--- src/rtl/multicycle_controller.sv ---
// Main control FSM of the multi-cycle RISC-V core: sequences fetch/decode/execute/
// memory/write-back, drives datapath strobes and selects, and counts retired instructions.
module multicycle_controller (
  input  logic        clk,
  input  logic        reset,
  input  logic [6:0]  opcode,
  input  logic        zero,
  input  logic        mem_ready,
  output logic        mem_req,
  output logic        mem_we,
  output logic        i_or_d,
  output logic        ir_write,
  output logic        pc_write,
  output logic        pc_write_cond,
  output logic        pc_source,
  output logic [1:0]  alu_src_a,
  output logic [1:0]  alu_src_b,
  output logic [1:0]  ALUOp,
  output logic        reg_write,
  output logic        mem_to_reg,
  output logic        illegal,
  output logic [31:0] instret,
  output logic [3:0]  state
);

  typedef enum logic [3:0] {
    S_FETCH  = 4'd0,
    S_DECODE = 4'd1,
    S_EXEC_R = 4'd2,
    S_EXEC_I = 4'd3,
    S_ADDR   = 4'd4,
    S_MEM_RD = 4'd5,
    S_MEM_WR = 4'd6,
    S_WB_ALU = 4'd7,
    S_WB_MEM = 4'd8,
    S_BRANCH = 4'd9,
    S_TRAP   = 4'd10
  } state_t;

  localparam logic [6:0] OP_R      = 7'b0110011;
  localparam logic [6:0] OP_I      = 7'b0010011;
  localparam logic [6:0] OP_LOAD   = 7'b0000011;
  localparam logic [6:0] OP_STORE  = 7'b0100011;
  localparam logic [6:0] OP_BRANCH = 7'b1100011;

  state_t      state_q, state_d;
  logic [31:0] instret_q, instret_d;
  logic        retire;

  // The branch decision is taken in the datapath (pc_write_cond & zero), not here.
  logic unused_zero;
  assign unused_zero = zero;

  always_comb begin
    state_d = S_FETCH;
    case (state_q)
      S_FETCH:  state_d = mem_ready ? S_DECODE : S_FETCH;
      S_DECODE: begin
        case (opcode)
          OP_R:               state_d = S_EXEC_R;
          OP_I:               state_d = S_EXEC_I;
          OP_LOAD, OP_STORE:  state_d = S_ADDR;
          OP_BRANCH:          state_d = S_BRANCH;
          default:            state_d = S_TRAP;
        endcase
      end
      S_EXEC_R: state_d = S_WB_ALU;
      S_EXEC_I: state_d = S_WB_ALU;
      S_ADDR:   state_d = (opcode == OP_LOAD) ? S_MEM_RD : S_MEM_WR;
      S_MEM_RD: state_d = mem_ready ? S_WB_MEM : S_MEM_RD;
      S_MEM_WR: state_d = mem_ready ? S_FETCH : S_MEM_WR;
      S_WB_ALU: state_d = S_FETCH;
      S_WB_MEM: state_d = S_FETCH;
      S_BRANCH: state_d = S_FETCH;
      S_TRAP:   state_d = S_FETCH;
      default:  state_d = S_FETCH;
    endcase
  end

  always_comb begin
    retire = (state_q == S_WB_ALU) || (state_q == S_WB_MEM) || (state_q == S_BRANCH) ||
             ((state_q == S_MEM_WR) && mem_ready);
    instret_d = instret_q + {31'd0, retire};
  end

  always_ff @(posedge clk or posedge reset) begin
    if (reset) begin
      state_q   <= S_FETCH;
      instret_q <= 32'd0;
    end else begin
      state_q   <= state_d;
      instret_q <= instret_d;
    end
  end

  // Moore decode of the current state; only ir_write/pc_write look at mem_ready.
  always_comb begin
    mem_req       = 1'b0;
    mem_we        = 1'b0;
    i_or_d        = 1'b0;
    ir_write      = 1'b0;
    pc_write      = 1'b0;
    pc_write_cond = 1'b0;
    pc_source     = 1'b0;
    alu_src_a     = 2'b00;
    alu_src_b     = 2'b00;
    ALUOp         = 2'b00;
    reg_write     = 1'b0;
    mem_to_reg    = 1'b0;
    illegal       = 1'b0;
    case (state_q)
      S_FETCH: begin
        mem_req   = 1'b1;
        alu_src_b = 2'b01;
        ir_write  = mem_ready;
        pc_write  = mem_ready;
      end
      S_DECODE: begin
        alu_src_a = 2'b10;
        alu_src_b = 2'b10;
      end
      S_EXEC_R: begin
        alu_src_a = 2'b01;
        ALUOp     = 2'b10;
      end
      S_EXEC_I, S_ADDR: begin
        alu_src_a = 2'b01;
        alu_src_b = 2'b10;
      end
      S_MEM_RD: begin
        mem_req = 1'b1;
        i_or_d  = 1'b1;
      end
      S_MEM_WR: begin
        mem_req = 1'b1;
        mem_we  = 1'b1;
        i_or_d  = 1'b1;
      end
      S_WB_ALU: reg_write = 1'b1;
      S_WB_MEM: begin
        reg_write  = 1'b1;
        mem_to_reg = 1'b1;
      end
      S_BRANCH: begin
        alu_src_a     = 2'b01;
        ALUOp         = 2'b01;
        pc_write_cond = 1'b1;
        pc_source     = 1'b1;
      end
      S_TRAP:  illegal = 1'b1;
      default: ;
    endcase
    // Reset kills every write strobe at once, without waiting for a clock edge.
    if (reset) begin
      mem_req       = 1'b0;
      mem_we        = 1'b0;
      ir_write      = 1'b0;
      pc_write      = 1'b0;
      pc_write_cond = 1'b0;
      reg_write     = 1'b0;
      illegal       = 1'b0;
    end
  end

  assign instret = instret_q;
  assign state   = state_q;

endmodule

--- config.mk ---
export PLATFORM = sky130hd
export DESIGN_NAME = multicycle_controller
export DESIGN_NICKNAME = d
export VERILOG_FILES = /design/src/rtl/multicycle_controller.sv
export SDC_FILE = /design/constraint.sdc
export NUM_CORES = 1
export LEC_CHECK = 0
export ABC_AREA = 1
export BUFFER_PORTS_ARGS = -buffer_cell sky130_fd_sc_hd__buf_2
export CORE_AREA = 2 2 70 72
export CTS_BUF_LIST = sky130_fd_sc_hd__clkbuf_16
export DETAILED_ROUTE_END_ITERATION = 10
export DIE_AREA = 0 0 72 74
export HOLD_SLACK_MARGIN = 0.12
export PLACE_DENSITY_LB_ADDON = 0.15
export SKIP_LAST_GASP = 1
export SLEW_MARGIN = 5
export SYNTH_ARGS = -nofsm -noshare
export SYNTH_HDL_FRONTEND = slang
export SYNTH_SLANG_ARGS = --single-unit
--- constraint.sdc ---
create_clock -name clk -period 4.6 [get_ports clk]
set_input_delay 0.69 -clock clk [delete_from_list [all_inputs] [get_ports clk]]
set_output_delay 0.69 -clock clk [all_outputs]
set_load 0.005 [all_outputs]
Word-level counts from Yosys, hierarchy flattened
Cells that the tools add are included.
- add/sub/neg operators: 1
- multiply operators: 0
- divide/modulo/power cells: 0
- magnitude comparators: 0
- equality and inequality tests: 15
- shift-type cells: 0
- muxes and demuxes: 23
- bitwise gates (word level): 0
- reduce and logical (&&, ||, !) cells: 12
- operators by type and width (cell ; number):
    32-bit by 1-bit adder with 32-bit output ; 1
    4-bit case mux with 6 select lines ; 1
    4-bit by 3-bit equality test with 1-bit output (second input constant) ; 4
    4-bit case mux with 4 select lines ; 1
    1-bit 2-to-1 mux ; 15
    7-bit by 6-bit equality test with 1-bit output (second input constant) ; 2
    4-bit equality test (second input constant) ; 3
    2-bit case mux with 2 select lines ; 3
    4-bit by 2-bit equality test with 1-bit output (second input constant) ; 2
    2-bit OR reduction ; 4
    7-bit by 2-bit equality test with 1-bit output (second input constant) ; 1
    7-bit by 5-bit equality test with 1-bit output (second input constant) ; 1
    7-bit equality test (second input constant) ; 1
    3-bit OR reduction ; 2
    4-bit by 1-bit equality test with 1-bit output (second input constant) ; 1
    4-bit zero test ; 1
    4-bit 2-to-1 mux ; 1
    4-bit OR reduction ; 1
    1-bit logical OR ; 3
    3-bit 2-to-1 mux ; 1
    2-bit 2-to-1 mux ; 1
    1-bit logical AND ; 1
- register bits: 36
- latch bits: 0
- bits in writable memories: 0
- ROM bits: 0
- input bits: 11
- output and inout port bits: 52
- logic and storage cells: 53
- memories: 0

Longest topological paths before layout
Gate-level depths: netlist (run 1).
- word-level depth: 5
- depth in mapped cells: 14
- depth with buffers taken out: 14

Worst setup path after synthesis (run 1)
Ideal clock, no wire load.
- path type: input to output
- start: in reset
- end: out mem_req
- arrival: 1.758 ns
- required time: 3.910 ns
- slack: 2.152 ns
- stages on the path: 3
- path buffers: 0
- cells stage by stage: inv_1 o21ai_0 inv_1
- longest elaborated chain between the ends: 1
- RTL lines (item ; RTL line ; text):
    start, declared ; 5 ; input logic reset,
    1-bit 2-to-1 mux ; 154 ; if (reset) begin
    end, declared ; 9 ; output logic mem_req,
Every way passes these cells.

Final worst setup path (run 1)
- start: reg state_q[1] (netlist: state[1])
- end: reg instret_q[18] (netlist: instret[18])
- longest elaborated chain between the ends: 5
- elaborated cells between the ends (all ways): 9
- classes of those cells: add/sub (1); eq/ne (4); reduce/logical (4)
- RTL lines (item ; RTL line ; text):
    start, declared ; 46 ; state_t state_q, state_d;
    start signal, assigned ; 91 ; state_q <= state_d;
    4-bit by 3-bit equality test with 1-bit output or 4-bit equality test (tied branches) ; 81 ; retire = (state_q == S_WB_ALU) || (state_q == S_WB_MEM) || (state_q == S_BRANCH) ||
    1-bit logical OR (2 in series) ; 81 ;
    1-bit logical OR * ; 81 ;
    32-bit by 1-bit adder with 32-bit output * ; 83 ; instret_d = instret_q + {31'd0, retire};
    net instret_d[18] ; 47 ; logic [31:0] instret_q, instret_d;
    end signal, assigned ; 92 ; instret_q <= instret_d;
    end, declared ; 47 ;
The timed path passes the listed nets; every way through them passes the cells marked *.

==> results of run 1 <==
==> logic make-up (layout without fill, tap and decap cells) <==
logic type      count (synthesis)  in the layout  share of synthesized area, %
compound gates                  7              7                          1.70
flops                          36             36                          40.7
simple gates                  217            217                          42.8
buf+inv                        40            108                          7.12
xor+xnor                       15             15                          5.94
fa+ha+maj                       3              3                          1.70
==> metrics by stage <==
stage               setup WS, ns  std cells  power (mW)  hold slack [ns]  utilization (%)
floorplan                   2.15        318       0.615            0.484                -
global placement            2.43        432       0.743            0.479             56.1
detailed placement          2.41        432       0.748            0.487             56.1
CTS                         2.39        440        1.07            0.499             59.0
global route                2.16        440        1.13            0.518             59.0
finish                      2.41        440        1.06            0.502             59.0
==> registers in the layout, summed over array words and instances (netlist names) <==
signal	count
instret	32
state	4
==> placed cells by master, fill, tap and decap left out, types with 7 or more instances in the layout <==
cell,instances
nor2_4,7
nand3_1,21
inv_1,39
nor2_1,57
buf_2,61
dfrtp_1,36
nand2_1,114
xor2_1,10
==> critical path: stages, from the launching register on <==
cell,delay (ns)
dfrtp_1,0.47
nor2_1,0.16
inv_1,0.07
nor2_1,0.12
a31oi_1,0.08
nand3_1,0.12
ha_1,0.16
ha_1,0.21
nand2_2,0.08
nor2_4,0.19
nand2_4,0.11
nor2_4,0.15
nand2_1,0.07
nand2_1,0.06
nand2_1,0.05
==> where the power goes <==
part,internal (mW),total [mW],switching [mW]
Combinational,0.133,0.325,0.192
Clock,0.194,0.314,0.120
Sequential,0.361,0.418,0.0570
Total,0.688,1.06,0.369
==> routing by layer <==
layer	track usage [%]	vias to the layer above	wire length (µm)
met2	38.0	60	2560
li1	-	1099	-
met1	26.7	1002	2300
met4	6.92	0	80
met3	4.74	8	282
met5	0	-	0
==> worst max path at each step <==
stage | endpoint | slack (ns)
after floorplan | mem_req | 2.15
after global placement | instret[26]$_DFF_PP0_ | 2.43
after detailed placement | instret[26]$_DFF_PP0_ | 2.41
after CTS | instret[26]$_DFF_PP0_ | 2.39
after global routing | instret[18]$_DFF_PP0_ | 2.16
final | instret[18]$_DFF_PP0_ | 2.41
==> area by class of cell <==
cell class,count,share of cell area (%)
clock buffers,5,4.61
clock inverters,3,0.415
inverters,38,5.25
multi-input cells,242,42.5
flip-flops and latches,36,33.2
well taps,54,2.49
repair buffers,62,11.5
==> results, run 1 <==
- The share of post-route cells with drive strength above 1 is 21.8%.
- The number of antenna cells inserted is 0.
- The relative max-transition margin is 62.7%.
- In the final design database the tool counted 399 nets.
- For the final routed database, the setup TNS stands at 0 ns.
- Post-CTS repair changed the size of 0 cells.
- The post-layout minimum cycle time is 2.19 ns.
- The worst IR drop on VDD is 0.000239 V.
- The average wire per standard cell is 11.9 µm.
- The number of clock buffers inserted by TritonCTS is 5.
- The netlist uses 22 different library cells.
- The static leakage is 1.44 nW.
- CTS placed an instance of clkbuf_16 at the clock tree root.
- Along the worst hold path, the cell count comes to 2.
- The path with the worst hold slack has its endpoint at instret[31]$_DFF_PP0_.
- Across every metal layer, demand over resource in global routing totals 21.6%.
- In this run the register-to-register setup slack is 2.41 ns.
- The post-synthesis instance total is 318.
- The final setup skew is 0.00200 ns.
- The sum of net half-perimeters after detailed placement is 4110 µm.
- At the pin with the least slew margin, the transition time is 0.556 ns.
- The mean number of vias per cell is 4.93.
- The worst setup path category is register to register.
- The fraction of the yosys area taken by sequential cells is 40.7%.
- The number of setup buffers added after CTS is 0.
- The die is 74 µm tall.
- Setup violations remaining at the end of the flow were counted as 0.
- In the synthesized netlist the async set-or-reset flop fraction comes to 100%.
- The area growth from synthesis to layout is 22.7%.
- The top achievable clock speed is 456 MHz.
- The number of synthesized flops with an enable pin is 0.
- For the worst setup path, the data arrival time is 2.36 ns.
- Hold repair after CTS inserted 0 buffers.
- The share of Yosys cell area claimed by the top area cell type is 40.7%.
- The count of filler cells inserted in the layout is 449.
- The startpoint of the most critical hold path is instret[31]$_DFF_PP0_.
- The number of sinks driven by the clock tree is 36.
- The maximum number of pins on one net before global-route repair is 37.
- The final hold violation count was 0.
- By area the synthesized netlist is led by dfrtp_1, nand2_1, nor2_1.
- At the end of routability-driven placement, the weighted congestion stood at 0.906.
- Once placement finished, the instance area stood at 0.00258 mm².
- In this run the critical register-to-register path is launched from state[1]$_DFF_PP0_.
- In this run the core area contains 25 standard-cell rows.
- Once the floorplan was initialized, standard cells occupied 48.1% of the core.
- Yosys instantiated no cell more often than nand2_1.
- The library cell occupying the most area in the post-synthesis netlist is dfrtp_1.
- The worst setup path is launched from a register.
- The clock passes through at most 2 buffers.
- The Yosys warning count is 0.
- The detailed-route DRC error count is 0.
- Summing all non-filler instances in the final layout gives an area of 0.00272 mm².
- In this run the number of H-tree levels came out at 2.
- The worst register-to-register path has a depth of 14.
- When the netlist entered floorplanning its net count stood at 332.
- The mapped cell area is 0.00221 mm².
- Summing all multi-input logic gate instances after layout gives 0.00115 mm².
- The maximum fanout along the worst path is 8.
- The area of all sequential standard cells is 901 µm².
- The clock insertion delay at the later pin of the skew report is 0.28 ns.
- The die is 72 µm wide.
- The tool flagged a number of max-cap violations equal to 0.
- In this run the critical register-to-register path is captured at instret[18]$_DFF_PP0_.
- The min-delay analysis places its worst path in the category register to register.
- TritonCTS built the clock tree.
- The average instance area after synthesis is 6.96 µm².
- The total count of max-transition violations in the final report came to 0.
- After layout, the worst path uses 47.7% of the clock period.
- Ranked by instance count, the synthesized netlist is headed by nand2_1, nor2_1, inv_1.
- In this run, synthesis produced a sequential element count of 36.
- The via count of the first global-routing pass was 2,030.
- After detailed routing, the total wire length is 5220 µm.
- The die covers 0.00533 mm².
- The endpoint type of the worst setup path is a register.
- The flow ran to the end, and the final reports show no timing, DRC or antenna violations.
- The register clock-pin slew on the reported worst setup and hold paths is 0.05 ns.
- In this run the remaining antenna-violating nets after routing total 0.
- The dominant synthesized flop cell is dfrtp_1.
- Global routing finished with a remaining overflow of 0.
- The initial antenna violation count is 0.
- Data on the critical path is required at its endpoint by 4.77 ns.
- The first global-routing pass estimated 8980 µm of wire.
- The number of I/O port buffers is 61.
- The total area inside the core boundary comes to 0.00460 mm².
- The final route contains 2,169 vias.
- The number of ports placed on the die boundary is 63.
- In this run the power density over the cells is 389 mW/mm².
- Setup repair after global routing left no endpoint under its margin.
- The first detailed-routing pass ran for 5 iterations.
- In this run, the number of DRC markers left after iteration 0 of detailed routing was 105.
- Tracing the worst setup path back leads to its startpoint at state[1]$_DFF_PP0_.
Power figures use the tool's default switching activity.
==> run 2, diff against run 1 <==
==> constraint.sdc (replaced) <==
create_clock -name clk -period 2.08 [get_ports clk]
set_input_delay 0.312 -clock clk [delete_from_list [all_inputs] [get_ports clk]]
set_output_delay 0.312 -clock clk [all_outputs]
set_load 0.005 [all_outputs]
==> run 2 against run 1 <==
Compared with the run above: sequential share of layout area decreased by 3.2 points; die area did not move; largest power group is now combinational logic; non-clock buffer count up 21; maximum frequency up 8.1%; worst hold slack got worse by 0.29 ns; first-iteration DRC count rose by 52%.
==> results, run 2 (synthesis results as in run 1) <==
- The die height was 74 µm (unchanged).
- The mean number of vias per cell was 4.99 (was 4.93).
- The number of violations reported at the end of detailed-routing iteration 0 is 160 (was 105).
- The weighted congestion reported at the end of routability-driven placement came to 0.900 (was 0.906).
- The CTS root buffer is clkbuf_16 (unchanged).
- The area overhead of the layout relative to synthesis is 36.1% (was 22.7%).
- The width of the die came to 72 µm (unchanged).
- The power density of the placed cells is 908 mW/mm² (was 389 mW/mm²).
- The final setup skew is 0.00230 ns (was 0.00200 ns).
- The worst IR drop on VDD is 0.000794 V (was 0.000239 V).
- The aggregate global routing overflow was 0 (unchanged).
- The post-layout minimum cycle time is 2.03 ns (was 2.19 ns).
- The maximum number of pins on one net before global-route repair is 37 (unchanged).
- The number of sinks driven by the clock tree is 36 (unchanged).
- The sum of net half-perimeters after detailed placement was 4160 µm (was 4110 µm).
- The area of the die is 0.00533 mm² (unchanged).
- The clock tree buffer depth is 2 (unchanged).
- The initial core utilization is 48.1% (unchanged).
- The number of I/O port buffers is 61 (unchanged).
- The detailed-route DRC error count is 0 (unchanged).
- The number of clock buffers inserted by TritonCTS is 5 (unchanged).
- The number of hold-repair buffers added at the cts stage is 0 (unchanged).
- The worst slack at placement is -0.0148 ns (was 2.41 ns).
- The end-of-flow core utilization is 65.5% (was 59.0%).
- The setup TNS came to 0 ns (unchanged).
- The clock insertion delay at the later pin of the skew report is 0.28 ns (about the same).
- The average wire per standard cell is 12.5 µm (was 11.9 µm).
- The number of nets in the layout is 420 (was 399).
- The max-cap check violation count is 0 (unchanged).
- The final wirelength is 5770 µm (was 5220 µm).
- The total count of max-transition violations in the final report came to 0 (unchanged).
- The commonest non-fill, non-tap cell in the layout was nand2_1 (unchanged).
- The area of placed instances is 0.00264 mm² (was 0.00258 mm²).
- The post-route cell area is 0.00301 mm² (was 0.00272 mm²).
- The maximum level of the CTS H-tree is 2 (unchanged).
- The maximum fanout along the worst path is 6 (was 8).
- The top achievable clock speed is 493 MHz (was 456 MHz).
- The number of search-and-repair iterations in the first detailed-routing pass is 4 (was 5).
- The area of the core was 0.00460 mm² (unchanged).
- The static leakage is 1.60 nW (was 1.44 nW).
- The critical path startpoint category was a register (unchanged).
- The final hold violation count is 0 (unchanged).
- The via count of the routed design is 2,300 (was 2,169).
- The type of the most critical hold path is input port to asynchronous set/reset pin (was register to register).
- The transition time at the pin with the least slew margin is 0.492 ns (was 0.556 ns).
- The wire length of the first global-routing pass is 9090 µm (was 8980 µm).
- Run status: completed (unchanged).
- The number of antenna cells inserted was 0 (unchanged).
- The number of ports placed on the die boundary is 63 (unchanged).
- The overall power after layout is 2.73 mW (was 1.06 mW).
- The relative max-transition margin was 66.9% (was 62.7%).
- The required time reported for the critical path endpoint is 2.24 ns (was 4.77 ns).
- The final number of setup-violating endpoints was 0 (unchanged).
- The CTS tree was yes (unchanged).
- The final worst-path setup slack is 0.0512 ns (was 2.41 ns).
- The worst setup path category is register to register (unchanged).
- The number of flip-flops in the largest register was 32 (unchanged).
- The endpoint type of the worst setup path is a register (unchanged).
- The post-detailed-route count of antenna-violating nets is 0 (unchanged).
- The initial antenna violation count came to 0 (unchanged).
- Most frequent cells in the layout: nand2_1, buf_2, nor2_1, inv_1, dfrtp_1 (unchanged).
- The placement row count is 25 (unchanged).
- The data arrival at the endpoint of the critical path is 2.19 ns (was 2.36 ns).
- The register clock-pin slew on the reported worst setup and hold paths is 0.05 ns (about the same).
- The share of the clock period used by the worst path after layout was 97.5% (was 47.7%).
- The via count of the first global-routing pass is 2,044 (was 2,030).
- The share of post-route cells with drive strength above 1 is 31.0% (was 21.8%).
- RSZ-0062 raised after global routing: true (was false).
- The global-route usage over all layers is 22.0% (was 21.6%).
## run 2: cell count changes in the layout (fill, tap and decap cells not counted), sizes merged
cell  change
buf      +21
## run 2: worst max-delay path, stage by stage (launching register included)
cell and delay [ns]:
dfrtp_2 0.46, nor2_4 0.14, inv_2 0.06, nor2_4 0.14, a31oi_4 0.06, nand3_4 0.11
ha_4 0.14, ha_4 0.14, nand2_4 0.06, nor2_4 0.18, nand2_4 0.09, nor2_4 0.17
nand2_1 0.06, nand2_1 0.05, nand2_1 0.05
## run 2: routing by layer
metal / part of all wire [%] / track usage, % / vias to the layer above / wire length, µm
li1: - / - / 1150 / -
met1: 43 / 27.3 / 1060 / 2470
met2: 50 / 38.2 / 78 / 2890
met3: 5.2 / 3.79 / 12 / 301
met4: 1.9 / 9.01 / 0 / 112
met5: 0 / 0 / - / 0
## run 2: report_power, final
part	internal [mW]	switching [mW]	total (mW)
Combinational	0.506	0.572	1.08
Clock	0.430	0.263	0.693
Sequential	0.802	0.162	0.963
## run 2: repair_timing
item	4_1_cts	5_1_grt
resized for setup	3	32
buffers inserted	6	7
pin swaps	2	16
setup endpoints to repair	5	20
## run 2: cell type report
| class | instances | area [µm²] |
|---|---|---|
| Sequential cell | 36 | 903 |
| Inverter | 38 | 143 |
| Timing Repair Buffer | 83 | 478 |
| Clock buffer | 5 | 125 |
| Clock inverter | 3 | 11.3 |
| Fill cell | 408 | 1590 |
| Tap cell | 54 | 67.6 |
| Multi-Input combinational cell | 242 | 1280 |
## run 2: per-stage QoR
| step | hold slack [ns] | instances |
|---|---|---|
| 6_report | 0.212 | 461 |
| 3_3_place_gp | 0.476 | 440 |
| 2_1_floorplan | 0.484 | 318 |
| 4_1_cts | 0.224 | 454 |
| 5_1_grt | 0.273 | 461 |
| 3_5_place_dp | 0.503 | 440 |
## run 2: worst paths after layout
kind                                 startpoint               endpoint  slack [ns]  depth (start not counted)
max in group asynchronous                 reset     state[0]$_DFF_PP0_        1.53                          3
min in group clk                      opcode[5]     state[1]$_DFF_PP0_        0.38                          5
max                          state[0]$_DFF_PP0_  instret[18]$_DFF_PP0_        0.05                         14
min                                       reset  instret[19]$_DFF_PP0_        0.21                          3
min reg2reg                instret[5]$_DFF_PP0_   instret[5]$_DFF_PP0_        0.51                          1
max reg2reg                  state[0]$_DFF_PP0_  instret[18]$_DFF_PP0_        0.05                         14
==> run 3, diff against run 2 <==
--- a/config.mk
+++ b/config.mk
@@ -6,7 +6,7 @@
 export NUM_CORES = 1
 export LEC_CHECK = 0
 export ABC_AREA = 1
-export BUFFER_PORTS_ARGS = -buffer_cell sky130_fd_sc_hd__buf_2
+export BUFFER_PORTS_ARGS = -buffer_cell sky130_fd_sc_hd__buf_4
 export CORE_AREA = 2 2 70 72
 export CTS_BUF_LIST = sky130_fd_sc_hd__clkbuf_16
 export DETAILED_ROUTE_END_ITERATION = 10
==> run 3 against run 2 <==
Compared with the run above: total power rose by 4.5%; non-clock buffer count did not move; clock skew rose by 0.00093 ns.
==> results, run 3 (synthesis results as in run 1) <==
- The capture point of the critical path is instret[26]$_DFF_PP0_ (was instret[18]$_DFF_PP0_).
- The setup TNS was 0 ns (unchanged).
- The post-route cell area is 0.00313 mm² (was 0.00301 mm²).
- The area of all sequential standard cells came to 903 µm² (unchanged).
- The register clock-pin slew on the reported worst setup and hold paths came to 0.05 ns (about the same).
- The post-detailed-route count of antenna-violating nets is 0 (unchanged).
- The area of the die is 0.00533 mm² (unchanged).
- The commonest non-fill, non-tap cell in the layout is nand2_1 (unchanged).
- The average wire per standard cell is 13.3 µm (was 12.5 µm).
- The die height was 74 µm (unchanged).
- The smallest hold slack is 0.194 ns (was 0.212 ns).
- The top achievable clock speed was 490 MHz (was 493 MHz).
- The cell depth of the worst setup path is 14 (unchanged).
- The post-layout minimum cycle time came to 2.04 ns (was 2.03 ns).
- The endpoint type of the worst setup path is a register (unchanged).
- The number of clock buffers inserted by TritonCTS is 5 (unchanged).
- The overall power after layout is 2.86 mW (was 2.73 mW).
- The share of post-route cells with drive strength above 1 is 31.5% (was 31.0%).
- The area of the core is 0.00460 mm² (unchanged).
- The via count of the routed design is 2,323 (was 2,300).
- The placement row count was 25 (unchanged).
- The type of the most critical hold path is input port to asynchronous set/reset pin (unchanged).
- The final hold violation count is 0 (unchanged).
- The final non-filler cell total is 460 (was 461).
- The worst reg2reg path depth was 14 (unchanged).
- Most frequent cells in the layout: nand2_1, buf_4, nor2_1, inv_1, dfrtp_1 (was nand2_1, buf_2, nor2_1, inv_1, dfrtp_1).
- The number of ports placed on the die boundary was 63 (unchanged).
- The number of flip-flops in the largest register is 32 (unchanged).
- The reg-to-reg startpoint is state[0]$_DFF_PP0_ (unchanged).
- The maximum number of pins on one net before global-route repair was 37 (unchanged).
- The weighted congestion reported at the end of routability-driven placement was 0.909 (was 0.900).
- The launch point of the critical path was state[0]$_DFF_PP0_ (unchanged).
- The count of filler cells inserted in the layout is 381 (was 408).
- The static leakage is 1.56 nW (was 1.60 nW).
- The critical path startpoint category is a register (unchanged).
- The data arrival at the endpoint of the critical path is 2.21 ns (was 2.19 ns).
- The power density of the placed cells came to 913 mW/mm² (was 908 mW/mm²).
- The mean number of vias per cell came to 5.05 (was 4.99).
- The initial core utilization is 48.1% (unchanged).
- The final worst-path setup slack is 0.0410 ns (was 0.0512 ns).
- The via count of the first global-routing pass came to 2,135 (was 2,044).
- The number of search-and-repair iterations in the first detailed-routing pass is 4 (unchanged).
- The required time reported for the critical path endpoint is 2.25 ns (was 2.24 ns).
- The number of nets in the layout came to 420 (unchanged).
- The relative max-transition margin is 64.5% (was 66.9%).
- The number of sinks driven by the clock tree came to 36 (unchanged).
- The worst slack at placement is -0.0516 ns (was -0.0148 ns).
- The end-of-flow core utilization is 68.1% (was 65.5%).
- The kind of cell with the highest combined delay on the critical path is simple AND/OR/NAND/NOR gates (unchanged).
- Ordered cell list for the critical path: nor2_4 -> inv_2 -> nor2_4 -> a31oi_2 -> nand3_2 -> ha_2 -> ha_4 -> nand2_2 -> nor2_4 -> nand2_4 -> nor2_4 -> nand2_1 -> nand2_1 -> nand2_1 (was nor2_4 -> inv_2 -> nor2_4 -> a31oi_4 -> nand3_4 -> ha_4 -> ha_4 -> nand2_4 -> nor2_4 -> nand2_4 -> nor2_4 -> nand2_1 -> nand2_1 -> nand2_1).
- The number of hold-repair buffers added at the cts stage is 0 (unchanged).
- The final number of setup-violating endpoints is 0 (unchanged).
- The reg-to-reg setup timing slack is 0.04 ns (was 0.05 ns).
- The worst IR drop on VDD was 0.000722 V (was 0.000794 V).
- The global-route usage over all layers came to 22.8% (was 22.0%).
- The sum of net half-perimeters after detailed placement is 4310 µm (was 4160 µm).
- The detailed-route DRC error count is 0 (unchanged).
- The number of I/O port buffers is 61 (unchanged).
- The area overhead of the layout relative to synthesis is 41.4% (was 36.1%).
- The number of violations reported at the end of detailed-routing iteration 0 is 164 (was 160).
- The wire length of the first global-routing pass came to 9340 µm (was 9090 µm).
- The worst setup path category was register to register (unchanged).
- The maximum level of the CTS H-tree is 2 (unchanged).
- The cell repeated most along the worst path is nor2_4 (unchanged).
- Run status: completed (unchanged).
- The count of buffer and inverter cells on the critical path is 1 (unchanged).
- The max-cap check violation count is 0 (unchanged).
- The maximum fanout along the worst path is 6 (unchanged).
- The initial antenna violation count came to 0 (unchanged).
- The maximum single-stage delay on the critical path is 0.47 ns (was 0.46 ns).
- The clock insertion delay at the later pin of the skew report is 0.28 ns (about the same).
- The final wirelength came to 6130 µm (was 5770 µm).
- The share of the clock period used by the worst path after layout came to 98.0% (was 97.5%).
- The final setup skew is 0.00323 ns (was 0.00230 ns).
- The area of placed instances is 0.00278 mm² (was 0.00264 mm²).
- The area of the multi-input gates is 0.00126 mm² (was 0.00128 mm²).
- The clock tree buffer depth came to 2 (unchanged).
- The critical-path cell with the highest stage delay is dfrtp_2 (unchanged).
- The transition time at the pin with the least slew margin was 0.529 ns (was 0.492 ns).
- The cell count after placement is 438 (was 440).
- The aggregate global routing overflow was 0 (unchanged).
- The reg-to-reg endpoint is instret[26]$_DFF_PP0_ (was instret[18]$_DFF_PP0_).
- The CTS root buffer is clkbuf_16 (unchanged).
- The width of the die is 72 µm (unchanged).
- The number of antenna cells inserted is 0 (unchanged).
- The total count of max-transition violations in the final report is 0 (unchanged).
- The CTS tree was yes (unchanged).
-- run 3: final cells by class --
cell class	count	share of cell area, %
Clock buffer	5	4.00
Clock inverter	2	0.280
Inverter	38	4.56
Multi-Input combinational cell	242	40.2
Sequential cell	36	28.9
Tap cell	54	2.16
Timing Repair Buffer	83	19.9
-- run 3: worst reg2reg max path: stages, from the launching register on --
cell,delay (ns)
dfrtp_2,0.47
nor2_4,0.14
inv_2,0.06
nor2_4,0.12
a31oi_2,0.06
nand3_2,0.09
ha_2,0.19
ha_4,0.13
nand2_2,0.06
nor2_4,0.18
nand2_4,0.10
nor2_4,0.15
nand2_1,0.07
nand2_1,0.06
nand2_1,0.04
-- run 3: power by group --
part / leakage [nW] / switching [mW] / internal, mW / total, mW
registers: 0.484 / 0.164 / 0.802 / 0.965
logic: 1.01 / 0.608 / 0.588 / 1.20
clock network: 0.0709 / 0.267 / 0.430 / 0.696
-- run 3: layer usage --
metal	up-vias	track usage, %	wire length (µm)
li1	1143	-	-
met1	1059	26.7	2430
met2	100	40.6	3090
met3	21	5.28	413
met4	0	9.22	193
met5	-	0	0
-- run 3: repair_timing --
action / 4_1_cts / 5_1_grt
buffers inserted: 7 / 8
cloned: 0 / 0
resized for setup: 7 / 23
pin swaps: 4 / 16
endpoints found under the setup margin: 6 / 19
-- run 3: worst min-delay path by stage --
stage	from	end	slack, ns	cells after the start
floorplan	reset	instret[0]$_DFF_PP0_	0.48	1
global placement	instret[31]$_DFF_PP0_	instret[31]$_DFF_PP0_	0.48	2
detailed placement	instret[31]$_DFF_PP0_	instret[31]$_DFF_PP0_	0.49	2
CTS	reset	instret[0]$_DFF_PP0_	0.22	3
global route	reset	instret[1]$_DFF_PP0_	0.26	3
finish	reset	instret[0]$_DFF_PP0_	0.19	3
